`src/rtl/seven_seg_pkg.sv`:
```
// Shared types, constants and the hex-to-segment table for the multiplexed
// seven-segment driver.
package seven_seg_pkg;

   typedef enum logic {
      BLANK = 1'b0,
      DRIVE = 1'b1
   } state_t;

   localparam logic [7:0] SEG_BLANK  = 8'hFF;
   localparam int         PWM_LEVELS = 16;

   // Active-low g..a pattern for one hex nibble.
   function automatic logic [6:0] hex_to_seg(input logic [3:0] nibble);
      logic [6:0] seg;
      case (nibble)
         4'h0:    seg = 7'b1000000;
         4'h1:    seg = 7'b1111001;
         4'h2:    seg = 7'b0100100;
         4'h3:    seg = 7'b0110000;
         4'h4:    seg = 7'b0011001;
         4'h5:    seg = 7'b0010010;
         4'h6:    seg = 7'b0000010;
         4'h7:    seg = 7'b1111000;
         4'h8:    seg = 7'b0000000;
         4'h9:    seg = 7'b0010000;
         4'hA:    seg = 7'b0001000;
         4'hB:    seg = 7'b0000011;
         4'hC:    seg = 7'b1000110;
         4'hD:    seg = 7'b0100001;
         4'hE:    seg = 7'b0000110;
         default: seg = 7'b0001110;
      endcase
      return seg;
   endfunction

endpackage

```
`src/rtl/seven_seg_decoder.sv`:
```
// Combinational nibble to active-low segment decoder.
module seven_seg_decoder
   import seven_seg_pkg::*;
(
   input  logic [3:0] i_nibble,
   output logic [6:0] o_seg
);

   assign o_seg = hex_to_seg(i_nibble);

endmodule

```
`src/rtl/seven_segment_mux.sv`:
```
// N-digit multiplexed common-anode seven-segment driver with blanking gap,
// 16-level PWM brightness, per-digit blink and leading-zero suppression.
module seven_segment_mux
   import seven_seg_pkg::*;
#(
   parameter int NUM_DIGITS   = 8,
   parameter int DWELL_CYCLES = 25000,
   parameter int BLANK_CYCLES = 512,
   parameter int BLINK_FRAMES = 64
)(
   input  logic                    clk,
   input  logic                    reset,
   input  logic [4*NUM_DIGITS-1:0] dataIn,
   input  logic [NUM_DIGITS-1:0]   digitDisplay,
   input  logic [NUM_DIGITS-1:0]   digitPoint,
   input  logic [NUM_DIGITS-1:0]   digitBlink,
   input  logic                    zeroSuppress,
   input  logic [3:0]              brightness,
   output logic [NUM_DIGITS-1:0]   anode,
   output logic [7:0]              segment,
   output logic                    frameStart,
   output state_t                  dbg_state
);

   localparam int IDX_W   = (NUM_DIGITS > 1) ? $clog2(NUM_DIGITS) : 1;
   localparam int SLOT_W  = $clog2(DWELL_CYCLES);
   localparam int SUB_LEN = (DWELL_CYCLES - BLANK_CYCLES) / PWM_LEVELS;
   localparam int SUB_W   = $clog2(SUB_LEN + 1);
   localparam int FRAME_W = (BLINK_FRAMES > 1) ? $clog2(BLINK_FRAMES) : 1;

   localparam logic [SLOT_W-1:0]  SLOT_LAST  = SLOT_W'(DWELL_CYCLES - 1);
   localparam logic [SLOT_W-1:0]  BLANK_END  = SLOT_W'(BLANK_CYCLES);
   localparam logic [IDX_W-1:0]   IDX_LAST   = IDX_W'(NUM_DIGITS - 1);
   localparam logic [SUB_W-1:0]   SUB_LAST   = SUB_W'(SUB_LEN - 1);
   localparam logic [FRAME_W-1:0] FRAME_LAST = FRAME_W'(BLINK_FRAMES - 1);
   localparam state_t             RST_STATE  = (BLANK_CYCLES > 0) ? BLANK : DRIVE;

   // Scan state
   logic [SLOT_W-1:0]  r_slot_cnt;
   logic [IDX_W-1:0]   r_digit_idx;
   state_t             r_state;
   logic [SUB_W-1:0]   r_sub_cnt;
   logic [3:0]         r_sub_idx;
   logic [FRAME_W-1:0] r_frame_cnt;
   logic               r_blink_on;

   // Frame shadows
   logic [4*NUM_DIGITS-1:0] r_data;
   logic [NUM_DIGITS-1:0]   r_display;
   logic [NUM_DIGITS-1:0]   r_point;
   logic [NUM_DIGITS-1:0]   r_blink;
   logic                    r_zero_sup;
   logic [3:0]              r_bright;

   // Output registers
   logic [NUM_DIGITS-1:0] r_anode;
   logic [7:0]            r_segment;
   logic                  r_frame_start;

   logic                    w_slot_wrap;
   logic [SLOT_W-1:0]       w_slot_next;
   logic                    w_latch;
   logic [4*NUM_DIGITS-1:0] w_data;
   logic [NUM_DIGITS-1:0]   w_display;
   logic [NUM_DIGITS-1:0]   w_point;
   logic [NUM_DIGITS-1:0]   w_blink;
   logic                    w_zero_sup;
   logic [3:0]              w_bright;
   logic [NUM_DIGITS-1:0]   w_suppress;
   logic [NUM_DIGITS-1:0]   w_sel;
   logic [3:0]              w_nibble;
   logic [6:0]              w_seg;
   logic                    w_pwm_on;
   logic                    w_blink_off;
   logic                    w_drive;

   assign w_slot_wrap = (r_slot_cnt == SLOT_LAST);
   assign w_slot_next = w_slot_wrap ? '0 : r_slot_cnt + 1'b1;
   assign w_latch     = (r_slot_cnt == '0) && (r_digit_idx == '0);

   // The latch cycle itself must already see the freshly captured values,
   // so the shadows are bypassed while they are being loaded.
   assign w_data     = w_latch ? dataIn       : r_data;
   assign w_display  = w_latch ? digitDisplay : r_display;
   assign w_point    = w_latch ? digitPoint   : r_point;
   assign w_blink    = w_latch ? digitBlink   : r_blink;
   assign w_zero_sup = w_latch ? zeroSuppress : r_zero_sup;
   assign w_bright   = w_latch ? brightness   : r_bright;

   always_ff @(posedge clk or posedge reset) begin
      if (reset) begin
         r_slot_cnt  <= '0;
         r_digit_idx <= '0;
         r_state     <= RST_STATE;
         r_sub_cnt   <= '0;
         r_sub_idx   <= '0;
         r_frame_cnt <= '0;
         r_blink_on  <= 1'b1;
      end else begin
         r_slot_cnt <= w_slot_next;
         if (w_slot_wrap) begin
            r_digit_idx <= (r_digit_idx == IDX_LAST) ? '0 : r_digit_idx + 1'b1;
         end
         r_state <= (w_slot_next < BLANK_END) ? BLANK : DRIVE;
         // Sub-slice 15 absorbs the leftover clocks, so it never advances.
         if (w_slot_next == BLANK_END) begin
            r_sub_cnt <= '0;
            r_sub_idx <= '0;
         end else if (r_state == DRIVE && r_sub_idx != 4'd15) begin
            if (r_sub_cnt == SUB_LAST) begin
               r_sub_cnt <= '0;
               r_sub_idx <= r_sub_idx + 1'b1;
            end else begin
               r_sub_cnt <= r_sub_cnt + 1'b1;
            end
         end
         if (w_slot_wrap && r_digit_idx == IDX_LAST) begin
            if (r_frame_cnt == FRAME_LAST) begin
               r_frame_cnt <= '0;
               r_blink_on  <= ~r_blink_on;
            end else begin
               r_frame_cnt <= r_frame_cnt + 1'b1;
            end
         end
      end
   end

   always_ff @(posedge clk or posedge reset) begin
      if (reset) begin
         r_data     <= '0;
         r_display  <= '0;
         r_point    <= '0;
         r_blink    <= '0;
         r_zero_sup <= 1'b0;
         r_bright   <= '0;
      end else if (w_latch) begin
         r_data     <= dataIn;
         r_display  <= digitDisplay;
         r_point    <= digitPoint;
         r_blink    <= digitBlink;
         r_zero_sup <= zeroSuppress;
         r_bright   <= brightness;
      end
   end

   // A digit is suppressed when it and every more significant nibble are zero.
   always_comb begin
      logic zero_run;
      zero_run   = 1'b1;
      w_suppress = '0;
      for (int i = NUM_DIGITS - 1; i >= 0; i--) begin
         zero_run = zero_run & (w_data[4*i +: 4] == 4'h0);
         if (i != 0) begin
            w_suppress[i] = zero_run & w_zero_sup;
         end
      end
   end

   always_comb begin
      w_sel              = '0;
      w_sel[r_digit_idx] = 1'b1;
   end

   assign w_nibble    = w_data[{r_digit_idx, 2'b00} +: 4];
   assign w_pwm_on    = (r_sub_idx <= w_bright);
   assign w_blink_off = ~r_blink_on & w_blink[r_digit_idx];
   assign w_drive     = (r_state == DRIVE) && w_display[r_digit_idx] &&
                        !w_suppress[r_digit_idx] && !w_blink_off && w_pwm_on;

   seven_seg_decoder u_decoder (
      .i_nibble (w_nibble),
      .o_seg    (w_seg)
   );

   always_ff @(posedge clk or posedge reset) begin
      if (reset) begin
         r_anode       <= '1;
         r_segment     <= SEG_BLANK;
         r_frame_start <= 1'b0;
      end else begin
         r_frame_start <= w_latch;
         if (w_drive) begin
            r_anode   <= ~w_sel;
            r_segment <= {~w_point[r_digit_idx], w_seg};
         end else begin
            r_anode   <= '1;
            r_segment <= SEG_BLANK;
         end
      end
   end

   assign anode      = r_anode;
   assign segment    = r_segment;
   assign frameStart = r_frame_start;
   assign dbg_state  = r_state;

endmodule
```
`config.mk`:
```
export PLATFORM = sky130hd
export DESIGN_NAME = seven_segment_mux
export DESIGN_NICKNAME = d
export VERILOG_FILES = /design/src/rtl/seven_seg_pkg.sv /design/src/rtl/seven_seg_decoder.sv /design/src/rtl/seven_segment_mux.sv
export SDC_FILE = /design/constraint.sdc
export NUM_CORES = 1
export LEC_CHECK = 0
export CAP_MARGIN = 20
export CORE_UTILIZATION = 58
export DETAILED_ROUTE_END_ITERATION = 10
export DONT_BUFFER_PORTS = 1
export GPL_TIMING_DRIVEN = 0
export PLACE_DENSITY = 0.76
export SYNTH_ARGS = -nofsm -noshare
export SYNTH_HDL_FRONTEND = slang
export SYNTH_SLANG_ARGS = --single-unit
```
`constraint.sdc`:
```
create_clock -name clk -period 4.4 [get_ports clk]
set_input_delay 0.66 -clock clk [delete_from_list [all_inputs] [get_ports clk]]
set_output_delay 0.66 -clock clk [all_outputs]
set_load 0.005 [all_outputs]
```
==> flow_metrics.tcl <==
set metrics [dict create \
    num_antenna_cells 0 \
    vias 5320 \
    fmax_ghz 0.244 \
    p_int_mw 2.16 \
    drt-total-wl_um 16800 \
    synth_cells 670 \
    hold_path_class "in -> async" \
    cts_buffers 17 \
    syn_area_mm2 0.00621 \
    p_sw_uw 564 \
    grt_antenna_before_repair 1 \
    start_util 0.599 \
    num_io_pins 81 \
    wl_per_cell_um 20.1 \
    drc_errors 0 \
    gr-total-overflow 0 \
    synth_warnings 0 \
    p_seq_frac 0.418 \
    clock_sinks 119 \
    p_leak_nw 3.13 \
    drt-pass1-iter-count 5 \
    drv_cap 0 \
    ys_async_sr_fraction 1.00 \
    rsz0062_at_grt "false" \
    comb_power_share 0.035 \
    root_buffer "clkbuf_8" \
    fin_crit_ps 4100 \
    syn_avg_cell_area_um2 9.28 \
    clock_latency_ps 520 \
    clk_pin_slew_worst_paths_ps 60 \
    die_y_um 106 \
    hold_viol 0 \
    start_kind "register" \
    viasPerCell 6.34 \
    cts.path.max_buffers 2 \
    antenna_left 0 \
    synth_nets 753 \
    clockPowerShare 0.547 \
    skew_ps 7.08 \
    portBuffers 0 \
    synth_top_area_share 0.411 \
    grt_pass1_wl_um 26900 \
    period_share 0.931 \
    relSlewSlack 0.466 \
    yosysTopAreaCell "dfrtp_1" \
    worst_slew_pin_slew_ps 790 \
    htree_levels 4 \
    outcome "finished clean" \
    nFillCells 794 \
    multi_input_area_mm2 0.00298 \
    synth-edff-count 0 \
    place_congestion 0.989 \
    p_sw_frac 0.207 \
    power.density_mw_per_mm2 385 \
    synthTopCellsByArea "dfrtp_1, nand2_1, dfstp_2" \
    end_kind "register" \
    grt_usage 0.318 \
    final_nets 773 \
    drive_gt1_frac 0.138 \
    tns_ps 0 \
    slew_viol_final 0 \
    path_class "reg -> reg" \
    crit_arrival_ps 4510 \
    vdd_drop_max_v 0.000206 \
    synth-seq-cells 119 \
    ys_types 67 \
    areaGrowthSynthToFinish_pct 13.9 \
    cts_tree "built" \
    r2r_slack_ps 300 \
    seq_area_mm2 0.00300 \
    core_area_mm2 0.0104 \
    drtIter0Drc 507 \
    setup_viol 0 \
    crit_required_ps 4810 \
    grt_max_degree 64 \
    rows 37 \
    dp_hpwl_um 11600 \
    critPathMaxFanout 28 \
    grt_pass1_vias 5208 \
    hold_slack_ps 35.7 \
    die_w_um 106 \
    ys.flop_type "dfrtp_1" \
    ys_seq_area_frac 0.483 \
    dieArea_mm2 0.0111 \
]
[per-layer routing]
layer / vias up / part of all wire / track usage
met2: 270 / 0.48 / 0.513
li1: 2390 / - / -
met1: 2597 / 0.39 / 0.390
met4: 2 / 0.034 / 0.147
met5: - / 0.00095 / 0
met3: 61 / 0.10 / 0.103
[cell type report]
class / instances / share of cell area
plain buffers: 30 / 0.0212
clock buffers: 24 / 0.0650
clock inverters: 8 / 0.0240
inverters: 23 / 0.0136
multi-input cells: 494 / 0.421
flip-flops and latches: 119 / 0.424
well taps: 136 / 0.0240
repair buffers: 5 / 0.00778
[cells by family (layout without fill, tap and decap cells)]
| family | count (synthesis) | in the layout | synth area share |
|---|---|---|---|
| AOI/OAI and AO/OA | 107 | 107 | 0.115 |
| xor gates and xnor gates | 24 | 24 | 0.0338 |
| adders and majority gates | 20 | 20 | 0.0403 |
| buffers and inverters | 57 | 90 | 0.0385 |
| DFF | 119 | 119 | 0.483 |
| muxes | 26 | 26 | 0.0511 |
| and+or+nand+nor | 317 | 317 | 0.239 |
[per-stage QoR]
| step | total power [mW] | util | worst slack (ps) | cell area [µm²] | instances |
|---|---|---|---|---|---|
| final | 2.73 | 0.683 | 303 | 7080 | 839 |
| after global placement | 1.24 | 0.616 | -859 | 6380 | 806 |
| after detailed placement | 1.25 | 0.619 | -974 | 6420 | 807 |
| after floorplan | 1.22 | - | 172 | 6210 | 670 |
| after global routing | 2.80 | 0.683 | 27.5 | 7080 | 839 |
| after CTS | 2.73 | 0.682 | 9.68 | 7070 | 839 |
[cell usage after synthesis (13+ instances only)]
cell type    n
nand3_1     35
nor3_1      13
ha_1        20
o21ai_0     26
dfrtp_1    102
nor4_1      14
nand2_1    154
inv_1       22
a21oi_1     25
clkbuf_1    20
mux2_2      14
dfstp_2     17
nor2_1      50
[registers in the layout, summed over array words and instances (netlist names)]
signal / flops
r_frame_cnt: 6
r_sub_cnt: 11
r_display: 8
r_bright: 4
r_zero_sup: 1
r_point: 8
dbg_state: 1
segment: 8
r_data: 32
r_digit_idx: 3
r_slot_cnt: 15
r_blink: 8
r_sub_idx: 4
anode: 8
r_blink_on: 1
frameStart: 1
[final timing paths]
check / start / endpoint / cells after the start
min in group clk: digitDisplay[6] / r_display[6]$_DFF_PP0_ / 2
hold / removal: reset / r_frame_cnt[4]$_DFFE_PP0P_ / 1
setup / recovery: r_digit_idx[0]$_DFFE_PP0N_ / anode[4]$_DFF_PP1_ / 18
setup reg to reg: r_digit_idx[0]$_DFFE_PP0N_ / anode[4]$_DFF_PP1_ / 18
hold reg to reg: r_point[7]$_DFF_PP0_ / r_point[7]$_DFF_PP0_ / 2
max in group asynchronous: reset / r_blink_on$_DFFE_PP1P_ / 2
[layout by cell type, fill, tap and decap left out, types with 13 or more instances in the layout]
cell	synthesis	routed
ha_1	20	20
nor2_1	50	50
dfstp_2	17	17
nand3_1	35	35
clkbuf_1	20	22
dfrtp_1	102	101
o21ai_0	26	26
mux2_2	14	14
clkbuf_16	0	16
nor4_1	14	14
nand2_1	154	154
a21oi_1	25	25
inv_1	22	20
nor3_1	13	13
[power groups by stage]
stage               combinational, mW  clock (mW)  sequential [mW]
floorplan                      0.0698           0             1.15
global placement               0.0847           0             1.16
detailed placement             0.0918           0             1.16
CTS                            0.0944        1.50             1.14
global route                    0.108        1.55             1.14
finish                         0.0949        1.49             1.14
[critical path, stage by stage, from the launching register on]
cell and delay [ps]:
dfrtp_1 450, clkinv_2 220, ha_1 240, and4bb_1 230, and3_1 200, buf_4 160, nand2_4 150, buf_12 220
mux2i_1 250, ha_1 280, nor2b_1 150, o21ai_0 180, a21oi_1 100, nor2_1 130, o221a_2 230, o221ai_1 170
nor3b_4 310, buf_4 210, nand3_1 90
[what timing repair did]
action | 4_1_cts | 5_1_grt
pin swaps | 1 | 0
hold buffers | 0 | 0
endpoints found under the setup margin | 16 | 16
gates resized for setup | 6 | 3
endpoints found under the hold margin | 0 | 0
buffers inserted | 3 | 0
Power figures use the tool's default switching activity.
